File: config.mk
export PLATFORM = sky130hd
export DESIGN_NAME = gray_step_monitor
export DESIGN_NICKNAME = d
export VERILOG_FILES = /design/src/rtl/gray_pkg.sv /design/src/rtl/gray_to_bin.sv /design/src/rtl/gray_step_monitor.sv
export SDC_FILE = /design/constraint.sdc
export NUM_CORES = 1
export LEC_CHECK = 0
export CAP_MARGIN = 20
export CORE_MARGIN = 3
export CORE_UTILIZATION = 53
export DETAILED_ROUTE_END_ITERATION = 8
export PLACE_DENSITY = 0.77
export REMOVE_ABC_BUFFERS = 1
export SLEW_MARGIN = 20
export SYNTH_ARGS = -nofsm -noshare
export SYNTH_HDL_FRONTEND = slang
export SYNTH_SLANG_ARGS = --single-unit
File: constraint.sdc
create_clock -name clk -period 13 [get_ports clk]
set_input_delay 1.3 -clock clk [delete_from_list [all_inputs] [get_ports clk]]
set_output_delay 1.3 -clock clk [all_outputs]
set_load 0.02 [all_outputs]
File: src/rtl/gray_pkg.sv
// Shared Gray-code helpers and step classification for consumers of the Gray counter bus.
package gray_pkg;

  localparam int DEFAULT_W = 4;
  localparam int MAX_W     = 32;

  typedef enum logic [1:0] {
    STEP_HOLD    = 2'd0,
    STEP_UP      = 2'd1,
    STEP_DOWN    = 2'd2,
    STEP_ILLEGAL = 2'd3
  } step_class_e;

  // Prefix XOR from the MSB; zero-extended inputs convert correctly at any narrower width.
  function automatic logic [MAX_W-1:0] gray2bin(input logic [MAX_W-1:0] g);
    logic [MAX_W-1:0] b;
    b[MAX_W-1] = g[MAX_W-1];
    for (int i = MAX_W - 2; i >= 0; i--) begin
      b[i] = b[i+1] ^ g[i];
    end
    return b;
  endfunction

  function automatic logic [MAX_W-1:0] bin2gray(input logic [MAX_W-1:0] b);
    return b ^ (b >> 1);
  endfunction

endpackage

File: src/rtl/gray_to_bin.sv
// Combinational W-bit Gray-to-binary converter.
module gray_to_bin #(
  parameter int W = 4
) (
  input  logic [W-1:0] gray_i,
  output logic [W-1:0] bin_o
);

  assign bin_o[W-1] = gray_i[W-1];

  generate
    for (genvar gi = W - 2; gi >= 0; gi--) begin : g_xor
      assign bin_o[gi] = bin_o[gi+1] ^ gray_i[gi];
    end
  endgenerate

endmodule

File: src/rtl/gray_step_monitor.sv
// Samples a Gray counter bus, classifies each change and tracks position, errors and stalls.
module gray_step_monitor
  import gray_pkg::*;
#(
  parameter int W            = 4,
  parameter int POS_W        = 16,
  parameter int ERR_W        = 8,
  parameter int STALL_CYCLES = 1000
) (
  input  logic                    clk,
  input  logic                    rst,
  input  logic [W-1:0]            gray_in,
  input  logic                    clr_pos,
  output logic [W-1:0]            bin_out,
  output logic                    step_valid,
  output logic                    step_up,
  output logic                    err,
  output logic signed [POS_W-1:0] position,
  output logic [ERR_W-1:0]        err_count,
  output logic                    stalled
);

  localparam int CNT_W = $clog2(STALL_CYCLES + 1);
  localparam logic [CNT_W-1:0] STALL_MAX = CNT_W'(STALL_CYCLES);
  localparam logic signed [POS_W-1:0] POS_MAX = {1'b0, {(POS_W-1){1'b1}}};
  localparam logic signed [POS_W-1:0] POS_MIN = {1'b1, {(POS_W-1){1'b0}}};

  logic [W-1:0]            new_bin;
  logic [W-1:0]            diff;
  step_class_e             step_class;

  logic [W-1:0]            bin_q, bin_d;
  logic [W-1:0]            base_q, base_d;
  logic                    primed_q, primed_d;
  logic                    step_valid_q, step_valid_d;
  logic                    step_up_q, step_up_d;
  logic                    err_q, err_d;
  logic signed [POS_W-1:0] pos_q, pos_d;
  logic [ERR_W-1:0]        err_cnt_q, err_cnt_d;
  logic [CNT_W-1:0]        stall_cnt_q, stall_cnt_d;
  logic                    stalled_q, stalled_d;

  gray_to_bin #(.W(W)) u_gray_to_bin (
    .gray_i (gray_in),
    .bin_o  (new_bin)
  );

  // Modulo-2^W difference makes wrap-around steps look like ordinary +/-1.
  assign diff = new_bin - base_q;

  always_comb begin
    step_class = STEP_ILLEGAL;
    if (diff == '0) begin
      step_class = STEP_HOLD;
    end else if (diff == W'(1)) begin
      step_class = STEP_UP;
    end else if (diff == '1) begin
      step_class = STEP_DOWN;
    end
  end

  always_comb begin
    bin_d        = new_bin;
    base_d       = new_bin;
    primed_d     = 1'b1;
    step_valid_d = 1'b0;
    step_up_d    = step_up_q;
    err_d        = 1'b0;
    pos_d        = pos_q;
    err_cnt_d    = err_cnt_q;
    stall_cnt_d  = (stall_cnt_q == STALL_MAX) ? stall_cnt_q : stall_cnt_q + 1'b1;

    // The first sample after reset only establishes the baseline.
    if (primed_q) begin
      unique case (step_class)
        STEP_UP: begin
          step_valid_d = 1'b1;
          step_up_d    = 1'b1;
          stall_cnt_d  = '0;
          if (pos_q != POS_MAX) pos_d = pos_q + 1'b1;
        end
        STEP_DOWN: begin
          step_valid_d = 1'b1;
          step_up_d    = 1'b0;
          stall_cnt_d  = '0;
          if (pos_q != POS_MIN) pos_d = pos_q - 1'b1;
        end
        STEP_ILLEGAL: begin
          err_d = 1'b1;
          if (err_cnt_q != '1) err_cnt_d = err_cnt_q + 1'b1;
        end
        default: ;
      endcase
    end

    if (clr_pos) pos_d = '0;
    stalled_d = (stall_cnt_d == STALL_MAX);
  end

  always_ff @(posedge clk) begin
    if (rst) begin
      bin_q        <= '0;
      base_q       <= '0;
      primed_q     <= 1'b0;
      step_valid_q <= 1'b0;
      step_up_q    <= 1'b0;
      err_q        <= 1'b0;
      pos_q        <= '0;
      err_cnt_q    <= '0;
      stall_cnt_q  <= '0;
      stalled_q    <= 1'b0;
    end else begin
      bin_q        <= bin_d;
      base_q       <= base_d;
      primed_q     <= primed_d;
      step_valid_q <= step_valid_d;
      step_up_q    <= step_up_d;
      err_q        <= err_d;
      pos_q        <= pos_d;
      err_cnt_q    <= err_cnt_d;
      stall_cnt_q  <= stall_cnt_d;
      stalled_q    <= stalled_d;
    end
  end

  assign bin_out    = bin_q;
  assign step_valid = step_valid_q;
  assign step_up    = step_up_q;
  assign err        = err_q;
  assign position   = pos_q;
  assign err_count  = err_cnt_q;
  assign stalled    = stalled_q;

endmodule

==> flow_summary.json <==
{
  "final_antenna_net_count": 0,
  "synthArstFlopShare_pct": 0,
  "endpoint_kind": "register",
  "yosys.area_share.adder_pct": 12.3,
  "area.growth.synth_to_final_pct": 19.7,
  "drv_cap": 0,
  "tritoncts_clock_tree": "done",
  "crit_start": "gray_in[3]",
  "normalized_max_slew_margin_pct": 43.3,
  "grt_antenna_before_repair": 0,
  "fp.dieArea_um2": 5910,
  "regToRegStartpoint": "base_q[1]$_SDFF_PP0_",
  "port_buffers": 38,
  "cts_made_buffers": 5,
  "die_h_um": 76.9,
  "synth_simple_gate_area_share_pct": 24.1,
  "setup.worst_path.class": "in2reg",
  "highest_ir_drop_seen_on_vdd_v": 0.0000787,
  "crit_path_time_final_ns": 6.10,
  "worstHoldStart": "primed_q$_DFF_P_",
  "area.sequential_um2": 861,
  "num_vias": 2396,
  "post_cts_buffers": 0,
  "cts_hold_buf": 0,
  "setup_tns_ns": 0,
  "io_pins": 39,
  "synth_mux_area_share_pct": 1.88,
  "seq_total_area_yosys_pct": 32.3,
  "gr_util_all_layers_pct": 20.9,
  "area_share_of_xor_xnor_cells_in_the_synthesized_design_pct": 9.86,
  "run_status": "completed",
  "cp.required_ns": 13.23,
  "post_synth.cell_area_avg_um2": 8.35,
  "die_w_um": 76.9,
  "number_of_enable_flip_flop_cells_after_synthesis": 0,
  "skew_ns": 0.00624,
  "clk_root_buffer_cell": "clkbuf_8",
  "fp-row-count": 25,
  "synth-compound-area-share_pct": 16.9,
  "timing_worst_slew_pin_value_ns": 0.850,
  "slowest_stage": "ha_1",
  "worst_skew_pair.late_latency_ns": 0.29,
  "detailedPlace.worstSlack_ns": 6.64,
  "number_of_design_rule_violations_left_by_the_first_detailed_router_iteration": 79,
  "drc": 0,
  "final_common_cell": "dfxtp_1",
  "synth.yosys.warnings": 0,
  "first_pass_grt_wire_length_um": 10100,
  "report.power.total_w": 0.000382,
  "placedInstanceArea_um2": 3100,
  "ctsResizeCount": 0,
  "final_hold_viol_count": 0,
  "timing.critical_path.arrival_ns": 6.33,
  "critical_path_peak_fanout": 19,
  "yosysUniqueCellTypes": 54,
  "synth.ff_latch_count": 43,
  "clock.fmax_mhz": 164,
  "ratio_of_cells_with_drive_above_1_in_the_final_layout_pct": 4.46,
  "fin_nets": 390,
  "crit_path_start_kind": "input pin",
  "place_hpwl_um": 4320,
  "clk_pin_slew_ns": 0.08,
  "report.final.slew_viol_count": 0,
  "setup_repair_after_global_routing_missed_its_margin": "no",
  "antennaDiodeCount": 0,
  "regToRegSetupSlack_ns": 8.74,
  "ctsHtreeMaxLevel": 2,
  "routed_wl_um": 5820,
  "path_cells": "clkdlybuf4s50_1 -> xor2_1 -> xnor2_1 -> xor2_1 -> ha_1 -> inv_2 -> fa_1 -> xor2_1 -> nor3_1 -> a32o_1 -> ha_1 -> ha_1 -> a211oi_1 -> o31a_2 -> a2111oi_4 -> a311oi_1 -> a21oi_1 -> mux2i_1",
  "grt_start_max_net_pins": 20,
  "max-clock-path-buffers": 2,
  "cts_sinks": 43,
  "post_synthesis_instance_area_um2": 2660,
  "post_route_standard_cell_area_excluding_fillers_um2": 3190,
  "setup_viol": 0,
  "total_leakage_power_nw": 1.20,
  "worst_hold_path_type": "reg2reg",
  "dr_vias_cell": 5.62,
  "detail_route.wl_per_cell_um": 13.7,
  "power_per_cell_area_nw_per_um2": 120,
  "netlist_instances": 319,
  "drt-pass1-iter-count": 4,
  "gpl.final_weighted_congestion": 0.854,
  "combinational_family_with_the_most_area_after_synthesis": "simple AND/OR/NAND/NOR gates",
  "layout_common_cells": "43 x dfxtp_1, 40 x nor2_1, 38 x clkdlybuf4s50_1, 36 x nand2_1, 24 x a21oi_1",
  "synthFlopType": "dfxtp_1",
  "critPathMaxStageDelay_ns": 0.65,
  "initial_utilization_pct": 55.7,
  "number_of_global_route_vias_before_repair": 2194,
  "min_period_over_period_pct": 46.9,
  "floorplan.core_area_um2": 4790,
  "layout_setup_ws_ns": 6.90,
  "multiInputGateArea_um2": 1730,
  "final.fill_count": 430,
  "globalRoute.totalOverflow": 0
}
## kinds of logic after synthesis
logic type	after synthesis
AOI/OAI and AO/OA	66
xor gates and xnor gates	30
adders and majority gates	25
buffers and inverters	18
DFF	43
muxes	5
and+or+nand+nor	132
## cells in the mapped netlist (2+ instances only)
master,instances,area [µm²]
nor3_1,7,35.0
clkbuf_1,4,15.0
or4_1,2,15.0
nor2_1,40,150
nand3b_1,3,22.5
dfxtp_1,43,861
and3_1,3,18.8
o21ai_1,3,15.0
inv_1,11,41.3
or2_2,2,12.5
xnor2_1,16,140
buf_2,2,10.0
and4_1,2,17.5
a21oi_1,24,120
o22ai_1,2,12.5
a211oi_1,3,22.5
or3_1,4,25.0
nor2b_1,3,18.8
a21o_1,5,37.5
a31oi_1,3,18.8
ha_1,23,288
nand4_1,8,50.1
nand2_1,36,135
nand3_1,9,45.0
fa_1,2,40.0
mux2i_1,5,50.1
o21a_1,3,22.5
o21ai_0,9,45.0
and2_1,2,12.5
xor2_1,14,123
nor4_1,3,18.8
## where the power goes
group | switching, W | total, W | internal, W
clock | 0.0000465 | 0.0000841 | 0.0000376
combinational | 0.0000865 | 0.000146 | 0.0000599
sequential | 0.0000105 | 0.000152 | 0.000141
## through the flow
stage | util, % | std cells | hold slack [ns]
final | 66.6 | 426 | 0.477
after floorplan | - | 313 | 0.429
after detailed placement | 64.8 | 418 | 0.467
after CTS | 66.6 | 426 | 0.479
after global routing | 66.6 | 426 | 0.528
after global placement | 64.8 | 418 | 0.457
## final cells by class
class / count / share of cell area [%]
Clock buffer: 6 / 2.28
Clock inverter: 2 / 0.392
Inverter: 12 / 1.41
Multi-Input combinational cell: 258 / 54.4
Sequential cell: 43 / 27.0
Tap cell: 67 / 2.63
Timing Repair Buffer: 38 / 11.9
## metal layers
metal,share of wire (%),track usage (%)
met2,45,33.4
met4,1.7,7.79
met1,49,27.9
met3,4.2,4.23
met5,0,0
## sequential cells by signal, indices dropped and copies added, names as in the netlist
signal       count
base_q           4
err              1
err_count        8
position        16
primed_q         1
stall_cnt_q     10
stalled          1
step_up          1
step_valid       1
## path summary, 6_finish.rpt
check | endpoint | cells past startpoint
worst max-delay path | position[15]$_SDFFE_PP0P_ | 18
worst min-delay path | err$_SDFF_PP0_ | 2
worst max register to register | position[15]$_SDFFE_PP0P_ | 15
worst min register to register | err$_SDFF_PP0_ | 2
## critical path, delay by kind of cell
kind / cells / cell delay, ns
buffers and inverters: 2 / 0.56
muxes: 1 / 0.18
adders and majority gates: 4 / 1.56
AOI/OAI and AO/OA: 6 / 1.45
xor gates and xnor gates: 4 / 0.92
and+or+nand+nor: 1 / 0.36
(Power assumes the default switching activity.)
